<file path="src/rtl/intr_ctrl_gen.sv">
// ============================================================================
// intr_ctrl_gen : edge-captured interrupt controller, table-priority or
//                 round-robin dispatch, vector/EOI handshake with watchdog
// Revision 1.0
// ============================================================================
`timescale 1ns/1ps
`default_nettype none

module intr_ctrl_gen #(
    parameter int                    N_CH    = 8,
    parameter int                    ID_W    = 3,
    parameter int                    BUS_W   = 8,
    parameter logic [BUS_W-ID_W-1:0] VEC_TAG = 5'b10011,
    parameter logic [BUS_W-ID_W-1:0] EOI_TAG = 5'b01100,
    parameter int                    TIMEOUT = 64
) (
    input  logic             clk,
    input  logic             rst_in,
    input  logic [N_CH-1:0]  intr_rq,
    input  logic [N_CH-1:0]  mask_in,
    input  logic             cmd_valid,
    input  logic [BUS_W-1:0] bus_in,
    input  logic             intr_in,
    output logic             intr_out,
    output logic [BUS_W-1:0] bus_out,
    output logic             bus_oe,
    output logic [N_CH-1:0]  pending,
    output logic             err
);

    localparam int TMR_W = (TIMEOUT > 2) ? $clog2(TIMEOUT) : 1;
    localparam logic [TMR_W-1:0] TMR_MAX = TMR_W'((TIMEOUT > 0) ? TIMEOUT - 1 : 0);
    localparam logic [ID_W-1:0]  LAST_IDX = ID_W'(N_CH - 1);

    typedef enum logic [2:0] {
        S_CFG    = 3'd0,
        S_ARB    = 3'd1,
        S_ASSERT = 3'd2,
        S_ACK    = 3'd3,
        S_DONE   = 3'd4
    } state_t;

    typedef enum logic [1:0] {
        MODE_NONE = 2'd0,
        MODE_RR   = 2'd1,
        MODE_PRI  = 2'd2
    } mode_t;

    state_t          state, state_nxt;
    mode_t           mode;
    logic [ID_W-1:0] prio_tbl [N_CH];
    logic [ID_W-1:0] rr_ptr, cur_id, load_idx;
    logic [ID_W-1:0] pri_id, rr_id, win_id, cand;
    logic            pri_hit, rr_hit, win_found;
    logic [N_CH-1:0] rq_prev, elig, eoi_clr;
    logic [TMR_W-1:0] timer;
    logic            wd_due, dispatch, eoi_ok, eoi_bad, wd_fire;
    logic            tbl_wr, set_rr, set_pri;

    assign elig   = pending & ~mask_in;
    assign wd_due = (TIMEOUT != 0) && (timer == TMR_MAX);

    // Loops run from the far end so the nearest candidate is the last assignment.
    always_comb begin
        pri_id  = '0;
        pri_hit = 1'b0;
        rr_id   = '0;
        rr_hit  = 1'b0;
        cand    = '0;
        for (int r = N_CH - 1; r >= 0; r--) begin
            if (elig[prio_tbl[r]]) begin
                pri_id  = prio_tbl[r];
                pri_hit = 1'b1;
            end
        end
        for (int k = N_CH; k >= 1; k--) begin
            cand = rr_ptr + ID_W'(k);
            if (elig[cand]) begin
                rr_id  = cand;
                rr_hit = 1'b1;
            end
        end
        win_id    = (mode == MODE_PRI) ? pri_id : rr_id;
        win_found = (mode == MODE_PRI) ? pri_hit : ((mode == MODE_RR) ? rr_hit : 1'b0);
    end

    always_ff @(posedge clk or posedge rst_in) begin
        if (rst_in) begin
            state <= S_CFG;
        end else begin
            state <= state_nxt;
        end
    end

    always_comb begin
        state_nxt = state;
        dispatch  = 1'b0;
        eoi_ok    = 1'b0;
        eoi_bad   = 1'b0;
        wd_fire   = 1'b0;
        tbl_wr    = 1'b0;
        set_rr    = 1'b0;
        set_pri   = 1'b0;
        case (state)
            S_CFG: begin
                if (cmd_valid && bus_in[1:0] == 2'b01) begin
                    set_rr    = 1'b1;
                    state_nxt = S_ARB;
                end else if (cmd_valid && bus_in[1:0] == 2'b10) begin
                    tbl_wr = 1'b1;
                    if (load_idx == LAST_IDX) begin
                        set_pri   = 1'b1;
                        state_nxt = S_ARB;
                    end
                end
            end
            S_ARB: begin
                if (cmd_valid && bus_in == {BUS_W{1'b1}}) begin
                    state_nxt = S_CFG;
                end else if (win_found) begin
                    dispatch  = 1'b1;
                    state_nxt = S_ASSERT;
                end
            end
            S_ASSERT: begin
                if (!intr_in) begin
                    state_nxt = S_ACK;
                end else if (wd_due) begin
                    wd_fire   = 1'b1;
                    state_nxt = S_ARB;
                end
            end
            S_ACK: begin
                if (!intr_in) begin
                    state_nxt = S_DONE;
                end else if (wd_due) begin
                    wd_fire   = 1'b1;
                    state_nxt = S_ARB;
                end
            end
            S_DONE: begin
                if (cmd_valid && !intr_in) begin
                    if (bus_in == {EOI_TAG, cur_id}) begin
                        eoi_ok    = 1'b1;
                        state_nxt = S_ARB;
                    end else begin
                        eoi_bad   = 1'b1;
                        state_nxt = S_CFG;
                    end
                end else if (wd_due) begin
                    wd_fire   = 1'b1;
                    state_nxt = S_ARB;
                end
            end
            default: state_nxt = S_CFG;
        endcase
    end

    assign eoi_clr = eoi_ok ? (N_CH'(1) << cur_id) : '0;

    // Handshake outputs are pure functions of the upcoming state, so any exit
    // (advance, watchdog, reset) drops them in step with the state register.
    always_ff @(posedge clk or posedge rst_in) begin
        if (rst_in) begin
            mode     <= MODE_NONE;
            rr_ptr   <= LAST_IDX;
            cur_id   <= '0;
            load_idx <= '0;
            timer    <= '0;
            rq_prev  <= '0;
            pending  <= '0;
            intr_out <= 1'b0;
            bus_oe   <= 1'b0;
            bus_out  <= '0;
            err      <= 1'b0;
            for (int i = 0; i < N_CH; i++) begin
                prio_tbl[i] <= ID_W'(i);
            end
        end else begin
            rq_prev  <= intr_rq;
            pending  <= (pending & ~eoi_clr) | (intr_rq & ~rq_prev);
            err      <= eoi_bad | wd_fire;
            intr_out <= (state_nxt == S_ASSERT);
            bus_oe   <= (state_nxt == S_ACK);
            bus_out  <= (state_nxt == S_ACK) ? {VEC_TAG, cur_id} : '0;

            if (set_rr) begin
                mode <= MODE_RR;
            end else if (set_pri) begin
                mode <= MODE_PRI;
            end

            if (tbl_wr) begin
                prio_tbl[load_idx] <= bus_in[ID_W+1:2];
            end

            if (state_nxt == S_CFG && state != S_CFG) begin
                load_idx <= '0;
            end else if (tbl_wr) begin
                load_idx <= load_idx + 1'b1;
            end

            if (dispatch) begin
                cur_id <= win_id;
            end

            if (eoi_ok && mode == MODE_RR) begin
                rr_ptr <= cur_id;
            end

            if (state_nxt != state) begin
                timer <= '0;
            end else if (state == S_ASSERT || state == S_ACK || state == S_DONE) begin
                timer <= timer + 1'b1;
            end else begin
                timer <= '0;
            end
        end
    end

endmodule

`default_nettype wire

</file>
<file path="config.mk">
export PLATFORM = sky130hd
export DESIGN_NAME = intr_ctrl_gen
export DESIGN_NICKNAME = d
export VERILOG_FILES = /design/src/rtl/intr_ctrl_gen.sv
export SDC_FILE = /design/constraint.sdc
export NUM_CORES = 1
export LEC_CHECK = 0
export BUFFER_PORTS_ARGS = -buffer_cell sky130_fd_sc_hd__buf_2
export CORE_ASPECT_RATIO = 0.9
export CORE_UTILIZATION = 50
export CTS_CLUSTER_SIZE = 28
export DETAILED_ROUTE_END_ITERATION = 10
export GPL_ROUTABILITY_DRIVEN = 0
export PLACE_DENSITY_LB_ADDON = 0.15
export SETUP_SLACK_MARGIN = 0.02
export SYNTH_ARGS = -nofsm -noshare
export SYNTH_HDL_FRONTEND = slang
export SYNTH_SLANG_ARGS = --single-unit
</file>
<file path="constraint.sdc">
create_clock -name clk -period 2.8 [get_ports clk]
set_input_delay 0.56 -clock clk [delete_from_list [all_inputs] [get_ports clk]]
set_output_delay 0.56 -clock clk [all_outputs]
set_load 0.01 [all_outputs]
</file>
==> results of run 1 <==
==> kinds of logic (layout without fill, tap and decap cells) <==
logic type	Yosys count	in the layout	share of synthesized area [%]
xor gates and xnor gates	11	11	1.813
and+or+nand+nor	153	153	16.23
AOI/OAI and AO/OA	105	105	13.92
muxes	107	107	29.37
other	1	2	0.07059
adders and majority gates	5	5	1.178
DFF	66	66	31.44
buffers and inverters	68	145	5.982
==> flip-flops by register name, indices dropped and copies added, names as in the netlist <==
signal / count
err: 1
cur_id: 3
intr_out: 1
timer: 6
mode: 2
pending: 8
rq_prev: 8
prio_tbl: 24
state: 3
load_idx: 3
bus_out: 4
rr_ptr: 3
==> what timing repair did <==
item | in CTS | in global routing
setup buffers | 2 | 0
gates resized for setup | 0 | 8
pin swaps | 1 | 2
setup endpoints to repair | 1 | 7
==> area by class of cell <==
| cell class | instances | area share [%] |
|---|---|---|
| clock inverters | 5 | 1.255 |
| well taps | 129 | 2.570 |
| flip-flops and latches | 66 | 26.60 |
| inverters | 24 | 1.435 |
| clock buffers | 11 | 3.706 |
| multi-input cells | 383 | 53.44 |
| repair buffers | 105 | 11.00 |
==> placed cells by master (no fill, tap or decap), types with 7 or more instances in the layout <==
cell type  count
clkbuf_16      9
o21ai_0       22
a21oi_1       14
mux4_2        36
nand3b_1       9
inv_1         19
nor2b_1        9
xor2_1         7
mux2i_1       40
mux2_2        31
nand3_1       14
and3_1         7
dfstp_2       15
buf_4         60
nor2_1        33
a31oi_1        8
nand2_1       27
dfrtp_1       51
buf_2         44
nand2b_1      13
==> power by group <==
part           switching [mW]  total, mW  internal [mW]
clock network           0.427       1.21          0.779
logic                   0.665       1.30          0.640
registers               0.248       1.35           1.10
==> per-layer routing <==
metal | part of all wire, % | routed length (um) | up-vias | track usage, %
met1 | 44 | 6550 | 2287 | 38.33
met5 | 0 | 0 | - | 0
met2 | 46 | 6822 | 242 | 45.05
met4 | 2.7 | 401 | 0 | 9.231
met3 | 7.7 | 1147 | 43 | 5.193
li1 | - | - | 2089 | -
==> how the worst max path moves through the flow <==
stage	start	end	slack, ns
detailed placement	mask_in[3]	bus_out[1]$_DFF_PP0_	-0.16
floorplan	rr_ptr[0]$_DFFE_PP1P_	cur_id[1]$_DFFE_PP0P_	0.11
CTS	pending[5]$_DFF_PP0_	cur_id[1]$_DFFE_PP0P_	0.09
finish	pending[5]$_DFF_PP0_	cur_id[1]$_DFFE_PP0P_	0.03
global route	pending[0]$_DFF_PP0_	bus_out[2]$_DFF_PP0_	0.02
global placement	mask_in[3]	cur_id[0]$_DFFE_PP0P_	-0.1
==> parameters.txt, run 1 <==
Parameter                              Value

Status
  Status ... finished clean

Critical path
  Worst reg2reg startpoint ... pending[5]$_DFF_PP0_
  Highest net fanout along the worst path ... 6
  Number of cell instances on the worst register-to-register path ... 8
  Type of origin of the critical path ... register
  Logic depth of the worst setup path including buffers ... 8
  Crit path capture type ... register
  Worst flop-to-flop path endpoint ... cur_id[1]$_DFFE_PP0P_
  Data arrival time of the critical path ... roughly 3.0 ns
  Critical path's top delay family ... multiplexers
  CP most frequent cell ... o211ai_1
  Critical Path, Cell by Cell ... nor2b_2, buf_4, mux4_2, mux2_2, nor3b_1, o211ai_1, o211ai_1, a31oi_1
  Critical path buffers and inverters ... 1
  Peak per-stage delay on the critical path ... approximately 0.51 ns
  Worst Path Required ... around 3.0 ns
  Worst-case register-to-register setup slack ... around 0.029 ns
  Setup Crit Path Kind ... register to register
  Slowest cell on the critical path ... mux4_2

Die
  Number of placement rows ... 35
  Area of the die ... 11040 sq um
  Core outline area ... between 10000 and 15000 sq um
  Horizontal die dimension ... between 100 and 150 um
  Top-Level Pins ... 47
  Die H ... 99.79 um
  Initial standard-cell utilization of the core ... approximately 52%

Cells and area
  Multi-input gate area ... 3356 sq um
  Fraction of layout cells with a size suffix above 1 ... between 30% and 40%
  Storage element area ... between 1500 and 2000 sq um
  Final non-filler cell area ... about 6300 sq um
  Antenna diode count ... 0
  Layout fillers ... between 800 and 900
  Count of non-filler cells in the finished layout ... just over 700
  Layout-stage area growth over the synthesis result ... 18.21%
  Net count, final ... 622
  Final Util ... between 60% and 70%

Clock tree
  # clock sinks ... between 60 and 70
  Clock slew at the register clock pins of the worst setup and hold paths ... 0.06 ns
  Root Buffer Master ... clkbuf_16
  Maximum clock path buffer count ... 2
  Total of hold buffers inserted after clock tree synthesis ... 0
  Clock latency of the later-clocked register in the worst-skew pair ... 0.33 ns
  Number of clock buffers inserted by TritonCTS ... 9
  H-tree depth ... 3
  TritonCTS clock tree ... done

Synthesis
  Most common library cells after synthesis ... 51 x dfrtp_1, 40 x mux2i_1, 36 x mux4_2, 33 x nor2_1, 31 x mux2_2
  Yosys warning count ... 0
  Number of library cell types mapped by synthesis ... 73
  Mean area per synthesized cell ... 10.30 sq um
  Main synth FF type ... dfrtp_1
  Share of the yosys chip area belonging to registers ... a little under a third
  Area share of the leading cell type in the synthesized netlist ... between 20% and 30%
  Summed instance area of the synthesized netlist ... around 5300 sq um
  Async set-reset flop share out of synthesis ... 100.0%
  Library cell with the largest summed area after synthesis ... dfrtp_1
  Instance count of the mapped netlist ... approximately 520
  Biggest area contributors in the synthesized netlist ... dfrtp_1 24%, mux4_2 15%, mux2i_1 7.5%, dfstp_2 7.4%, mux2_2 6.6%
  Number of flip-flops and latches in the synthesized netlist ... between 60 and 70
  Number of synthesized flops with an enable pin ... 0
  Library cell with the highest instance count after synthesis ... dfrtp_1

Timing
  Total Neg Setup Slack ... 0 ns
  Part of the cycle the worst path needs ... a little under 100%
  Post-Route Skew ... between 0.009 and 0.01 ns
  Count of endpoints failing setup in the final report ... 0
  Worst-case headroom to the max-slew limit ... approximately 53%
  Max Clk Rate ... around 360 MHz
  Final count of hold timing violations ... 0
  Final setup slack of the worst path ... just under 0.03 ns
  Setup repair after global routing missed its margin ... yes
  Measured slew at the worst slew-check pin ... slightly below 0.7 ns
  Max-slew violation count ... 0
  Final critical-path required period ... roughly 2.8 ns
  Hold_ws ... 0.1898 ns

Global route
  Number of global-route vias before repair ... between 4000 and 5000
  Wire length of the first global-routing pass ... between 20000 and 25000 um
  Overall overflow remaining after global route ... 0
  Maximum number of pins on one net before global-route repair ... 30
  Initial antenna violation count ... 0
  Global router's overall resource usage ... about 28%

Detailed routing
  DR WL/cell ... 20.64 um
  Vias ... 4661
  Iteration count of the initial detailed-routing pass ... 5
  Via density per instance ... between 6 and 7
  Post-route antenna net violation count ... 0
  Remaining design rule violation count ... 0
  Wirelength, routed ... roughly 15000 um
  DR iter-0 viols ... about 500

Placed design
  Post-placement cell area ... around 6000 sq um
  Number of buffer cells added on primary ports ... 44
  Detailed Place HPWL ... approximately 11000 um
  Placement-stage worst setup slack ... -0.1579 ns
  Placed cell count ... between 700 and 800

Power and ir drop
  Maximum VDD drop ... 0.5741 mV
  Power density over the cells ... 614.9 nW/um^2
  LEAKAGE ... roughly 2.6 nW
  Overall power after layout ... just under 4 mW

Job
  Max_cap viols ... 0

Hold path
  Worst min path class ... input pin to asynchronous set/reset pin
Note: power is estimated with default switching activity, not from simulation.
==> run 2: changes to the inputs <==
Settings changed: CTS_BUF_LIST set to sky130_fd_sc_hd__clkbuf_4 sky130_fd_sc_hd__clkbuf_8 sky130_fd_sc_hd__clkbuf_16, RECOVER_POWER set to 50, REMOVE_ABC_BUFFERS set to 1.
==> run 2 against run 1 <==
Critical path depth up 1; worst hold slack better by 0.16 ns; final cell count down 0.83%; via count down 2.1%; non-clock buffer count down 6; setup slack better by 0.077 ns; flip-flop and latch count unchanged; clock-buffer cell count down 1; clock skew down 0.0044 ns; fmax up 2.8%; sequential share of layout area about the same; critical path type unchanged; largest power group unchanged.
==> parameters.txt, run 2 (synthesis gave the netlist of run 1 again) <==
Parameter                              Value

Critical path
  Data arrival time of the critical path ... roughly 2.9 ns
  Worst reg2reg startpoint ... rr_ptr[0]$_DFFE_PP1P_
  Critical path origin ... rr_ptr[0]$_DFFE_PP1P_
  Type of origin of the critical path ... register
  Setup Crit Path Kind ... register to register
  Highest net fanout along the worst path ... 7
  Worst Path Required ... between 2 and 3 ns
  Crit path capture type ... register

Hold path
  Worst min path class ... input pin to register
  Critical hold path startpoint ... intr_rq[0]

Timing
  Final critical-path required period ... 2.694 ns
  Final count of hold timing violations ... 0
  Setup repair after global routing missed its margin ... yes
  Measured slew at the worst slew-check pin ... 1.092 ns
  Max-slew violation count ... 0
  Count of endpoints failing setup in the final report ... 0
  Max Clk Rate ... approximately 370 MHz
  Part of the cycle the worst path needs ... between 90 and 100%
  Post-Route Skew ... 0.005269 ns
  Worst-case headroom to the max-slew limit ... ~27%

Clock tree
  Root Buffer Master ... clkbuf_16
  Clock slew at the register clock pins of the worst setup and hold paths ... approximately 0.060 ns
  Maximum clock path buffer count ... 2
  TritonCTS clock tree ... done
  Number of clock buffers inserted by TritonCTS ... 9
  # clock sinks ... 66
  Clock latency of the later-clocked register in the worst-skew pair ... between 0.3 and 0.4 ns
  H-tree depth ... 3

Die
  Area of the die ... approximately 11000 sq um
  Number of placement rows ... 35
  Top-Level Pins ... 47
  Core outline area ... around 10000 sq um
  Die H ... about 100 um
  Horizontal die dimension ... 110.7 um
  Initial standard-cell utilization of the core ... 51.62%

Global route
  Met3 GRT Util ... roughly 2.6%
  Maximum number of pins on one net before global-route repair ... between 40 and 50
  Overall overflow remaining after global route ... 0
  Busiest layer in global routing ... met2
  Global router's overall resource usage ... a little over a quarter
  Initial antenna violation count ... 0
  Wire length of the first global-routing pass ... around 24000 um
  GR Layer Usage met2 ... about 45%
  Number of global-route vias before repair ... 4458
  Global-route met1 utilization ... between 30% and 40%

Cells and area
  Storage element area ... approximately 1700 sq um
  Fraction of layout cells with a size suffix above 1 ... a little over a third
  Final non-filler cell area ... approximately 6300 sq um
  Max FFs per register ... 24
  Layout fillers ... 831
  Commonest cells after routing, fill and taps aside ... 51 x dfrtp_1, 51 x buf_4, 40 x buf_2, 38 x mux2i_1, 36 x mux4_2
  Layout-stage area growth over the synthesis result ... 18.63%
  Antenna diode count ... 0
  Net count, final ... approximately 620
  Multi-input gate area ... about 3400 sq um
  Leading registers by flop count ... prio_tbl (24), pending (8), rq_prev (8)
  Register ranked first by flip-flop count ... prio_tbl
  Final Util ... 61.24%

Detailed routing
  Remaining design rule violation count ... 0
  Via density per instance ... roughly 6.4
  Wirelength, routed ... about 15000 um
  DR iter-0 viols ... about 460
  Iteration count of the initial detailed-routing pass ... 5
  DR WL/cell ... 20.55 um
  Post-route antenna net violation count ... 0
  Vias ... between 4000 and 5000

Placed design
  Number of buffer cells added on primary ports ... 44
  Post-placement cell area ... just under 6000 sq um
  Detailed Place HPWL ... between 10000 and 15000 um

Power and ir drop
  Power density over the cells ... 627.5 nW/um^2
  LEAKAGE ... 2.609 nW
  Maximum VDD drop ... around 0.46 mV

Status
  Status ... finished clean

Job
  Max_cap viols ... 0
run 2: changes by cell type in the layout (fill, tap and decap cells not counted), moves of 2 or more:
cell	previous run	this run
buf_4	60	51
buf_2	44	40
nor2b_1	9	12
nor2b_2	3	0
buf_1	0	2
clkbuf_2	0	2
clkinv_2	2	0
mux2i_1	40	38
run 2: critical path, cell delays in order (launching register included):
cell	delay (ns)
dfstp_4	0.67
clkbuf_2	0.18
or3b_1	0.18
nand4_1	0.14
buf_4	0.17
mux4_2	0.45
o311a_1	0.14
o21a_1	0.17
o211ai_1	0.29
a31oi_1	0.16
run 2: routing by layer:
metal | vias up | share of wire, % | wire, um
li1 | 2080 | - | -
met1 | 2277 | 46 | 6723
met2 | 175 | 47 | 6994
met3 | 30 | 5.1 | 756
met4 | 0 | 1.8 | 259
met5 | - | 0 | 0
run 2: area by class of cell:
type | instances | share of cell area (%)
tap | 129 | 2.561
timing repair buffer | 99 | 10.14
clock buffer | 10 | 3.693
multi-input combinational | 383 | 53.78
sequential | 66 | 26.56
clock inverter | 6 | 1.826
inverter | 24 | 1.429
run 2: repair_timing:
action | in CTS | in global routing
gates resized for setup | 2 | 12
setup endpoints to repair | 3 | 8
hold buffers | 0 | 0
buffers inserted | 0 | 5
pin swaps | 0 | 4
run 2: where the power goes:
group | total (mW) | internal [mW] | switching (mW)
logic | 1.30 | 0.623 | 0.675
clock network | 1.31 | 0.883 | 0.431
registers | 1.34 | 1.10 | 0.239
run 2: final timing paths:
kind / endpoint / slack, ns / depth (start not counted)
worst max-delay path: cur_id[0]$_DFFE_PP0P_ / 0.11 / 9
worst min register to register: pending[0]$_DFF_PP0_ / 0.42 / 1
max in group asynchronous: prio_tbl[14]$_DFFE_PP0P_ / 0.81 / 3
worst min-delay path: rq_prev[0]$_DFF_PP0_ / 0.35 / 1
min in group asynchronous: pending[4]$_DFF_PP0_ / 0.41 / 2
worst max register to register: cur_id[0]$_DFFE_PP0P_ / 0.11 / 9
run 2: metrics by stage:
| step | cells | TNS, ns | setup slack [ns] | hold WS (ns) | power (mW) |
|---|---|---|---|---|---|
| final | 717 | 0 | 0.1056 | 0.3476 | 3.955 |
| after CTS | 712 | 0 | 0.03133 | 0.2741 | 3.910 |
| after global placement | 696 | -0.05280 | -0.01772 | 0.4016 | 2.554 |
| after floorplan | 473 | -0.1518 | -0.08657 | 0.3996 | 2.109 |
| after detailed placement | 696 | -0.3695 | -0.09556 | 0.4165 | 2.579 |
| after global routing | 717 | 0 | 0.01633 | 0.3460 | 4.149 |
==> run 3: changes to the inputs <==
--- a/config.mk
+++ b/config.mk
@@ -9,2 +9,3 @@
 export CORE_ASPECT_RATIO = 0.9
+export CORE_MARGIN = 10
 export CORE_UTILIZATION = 50
@@ -14,3 +15,3 @@
 export GPL_ROUTABILITY_DRIVEN = 0
-export PLACE_DENSITY_LB_ADDON = 0.15
+export PLACE_DENSITY = 0.81
 export RECOVER_POWER = 50
--- a/constraint.sdc
+++ b/constraint.sdc
@@ -3,2 +3,2 @@
 set_output_delay 0.56 -clock clk [all_outputs]
-set_load 0.01 [all_outputs]
+set_load 0.1 [all_outputs]
==> run 3 against run 2 <==
Wire length rose by 1.5%; non-clock buffer count fell by 14; die area increased by 37%; worst hold slack got worse by 0.0084 ns; clock-buffer cell count is 2 higher.
==> parameters.txt, run 3 (synthesis gave the netlist of run 1 again) <==
Parameter                              Value

Power and ir drop
  Maximum VDD drop ... 0.5379 mV
  Cell-internal power ... between 2 and 2.5 mW
  Share of power burned in registers ... between 30% and 40%
  LEAKAGE ... approximately 2.5 nW
  Switching power ... about 1.5 mW
  Share of power burned in the clock network ... between 30% and 40%
  Portion of total power attributed to combinational logic ... 36.0%
  Overall power after layout ... 4.025 mW
  Switching power as a share of total power ... between 30% and 40%
  Power density over the cells ... about 660 nW/um^2

Global route
  Overall overflow remaining after global route ... 0
  Maximum number of pins on one net before global-route repair ... 37
  Number of global-route vias before repair ... ~4500
  Initial antenna violation count ... 0
  Global router's overall resource usage ... approximately a fifth
  Wire length of the first global-routing pass ... approximately 24000 um

Detailed routing
  Wirelength, routed ... roughly 15000 um
  Post-route antenna net violation count ... 0
  Vias ... ~4600
  Iteration count of the initial detailed-routing pass ... 5
  DR iter-0 viols ... 664
  Remaining design rule violation count ... 0
  Via density per instance ... 6.518
  DR WL/cell ... about 21 um

Clock tree
  Maximum clock path buffer count ... 2
  Root Buffer Master ... clkbuf_16
  TritonCTS clock tree ... done
  H-tree depth ... 3
  Number of clock buffers inserted by TritonCTS ... 9
  Clock latency of the later-clocked register in the worst-skew pair ... approximately 0.34 ns
  # clock sinks ... 66
  Clock slew at the register clock pins of the worst setup and hold paths ... ~0.06 ns

Critical path
  Peak per-stage delay on the critical path ... 0.62 ns
  Highest net fanout along the worst path ... 6
  Worst reg2reg startpoint ... rr_ptr[0]$_DFFE_PP1P_
  Worst Path Required ... between 3 and 4 ns
  Setup Crit Path Kind ... register to register
  Number of cell instances on the worst register-to-register path ... 10
  Type of origin of the critical path ... register
  CP most frequent cell ... buf_4
  Crit path capture type ... register
  Critical Path, Cell by Cell ... buf_4, buf_4, buf_4, buf_4, mux4_2, o21ba_2, o32a_1, mux2_2, o211ai_1, a31oi_1
  Critical path origin ... rr_ptr[0]$_DFFE_PP1P_
  Slowest cell on the critical path ... dfstp_2
  Data arrival time of the critical path ... roughly 3.0 ns

Timing
  Measured slew at the worst slew-check pin ... 1.112 ns
  Final count of hold timing violations ... 0
  Post-Route Skew ... ~0.0042 ns
  Worst-case headroom to the max-slew limit ... approximately a quarter
  Final critical-path required period ... around 2.7 ns
  Setup repair after global routing missed its margin ... yes
  Final setup slack of the worst path ... around 0.053 ns
  Max-slew violation count ... 0
  Max Clk Rate ... 364.1 MHz
  Part of the cycle the worst path needs ... 98.09%
  Count of endpoints failing setup in the final report ... 0

Placed design
  Placement-stage worst setup slack ... -0.06895 ns
  Number of buffer cells added on primary ports ... 44
  Detailed Place HPWL ... 11070 um
  Post-placement cell area ... between 5000 and 6000 sq um

Cells and area
  Most common cell after layout, fill and taps aside ... dfrtp_1
  Leading registers by flop count ... prio_tbl (24), pending (8), rq_prev (8)
  Layout-stage area growth over the synthesis result ... 15.12%
  Final non-filler cell area ... about 6100 sq um
  Net count, final ... approximately 600
  Max FFs per register ... 24
  Register ranked first by flip-flop count ... prio_tbl
  Antenna diode count ... 0
  Fraction of layout cells with a size suffix above 1 ... 33.80%
  Final Util ... 59.43%
  Commonest cells after routing, fill and taps aside ... 51 x dfrtp_1, 40 x mux2i_1, 40 x buf_4, 38 x buf_2, 36 x mux4_2

Status
  Status ... finished clean

Die
  Horizontal die dimension ... around 130 um
  Initial standard-cell utilization of the core ... 51.62%
  Die H ... between 100 and 150 um
  Area of the die ... about 15000 sq um
  Top-Level Pins ... 47
  Core outline area ... just over 10000 sq um
  Number of placement rows ... 35

Hold path
  Hold Crit Depth ... 1
  Worst min path class ... input pin to register
  Critical hold path startpoint ... intr_rq[6]

Job
  Max_cap viols ... 0
run 3: final timing paths:
kind                       slack, ns                        to
hold reg to reg                 0.41      pending[2]$_DFF_PP0_
min in group asynchronous       0.50      rq_prev[1]$_DFF_PP0_
max in group asynchronous       0.87  prio_tbl[14]$_DFFE_PP0P_
setup / recovery                0.05     cur_id[1]$_DFFE_PP0P_
setup reg to reg                0.05     cur_id[1]$_DFFE_PP0P_
hold / removal                  0.34      rq_prev[6]$_DFF_PP0_
run 3: power groups by stage:
stage          sequential [mW]  clock (mW)  combinational (mW)
3_3_place_gp              1.34           0                1.38
5_1_grt                   1.37        1.28                1.55
2_1_floorplan             1.54           0               0.822
3_5_place_dp              1.35           0                1.42
6_report                  1.35        1.23                1.45
4_1_cts                   1.34        1.24                1.43
run 3: layout make-up:
class / count / area, sq um
tap: 129 / 161.4
inverter: 24 / 90.09
multi-input combinational: 383 / 3347
clock inverter: 4 / 75.07
sequential: 66 / 1670
clock buffer: 12 / 254.0
fill: 812 / 4175
timing repair buffer: 85 / 518.0
run 3: critical path: cells and delay by family, from the launching register on:
kind | cells | cell delay (ns)
AO/OA/AOI/OAI | 4 | 0.66
buffers and inverters | 4 | 0.53
flip-flops | 1 | 0.62
multiplexers | 2 | 0.82
run 3: what timing repair did:
item	CTS	global route
hold buffers	0	0
endpoints found under the setup margin	0	8
setup buffers	0	5
resized for setup	0	9
run 3: through the flow:
stage	hold WS, ns	std cells	TNS [ns]
floorplan	0.3996	473	-3.174
global placement	0.4072	682	0
detailed placement	0.4129	682	-0.2981
CTS	0.3312	698	0
global route	0.3388	703	-0.007666
finish	0.3392	703	0
run 3: metal layers:
layer	track usage [%]	up-vias	share of wire, %
met5	0	-	0
met4	6.815	0	2.4
met3	5.223	38	9.4
met2	28.43	251	46
met1	26.23	2253	42
li1	-	2040	-
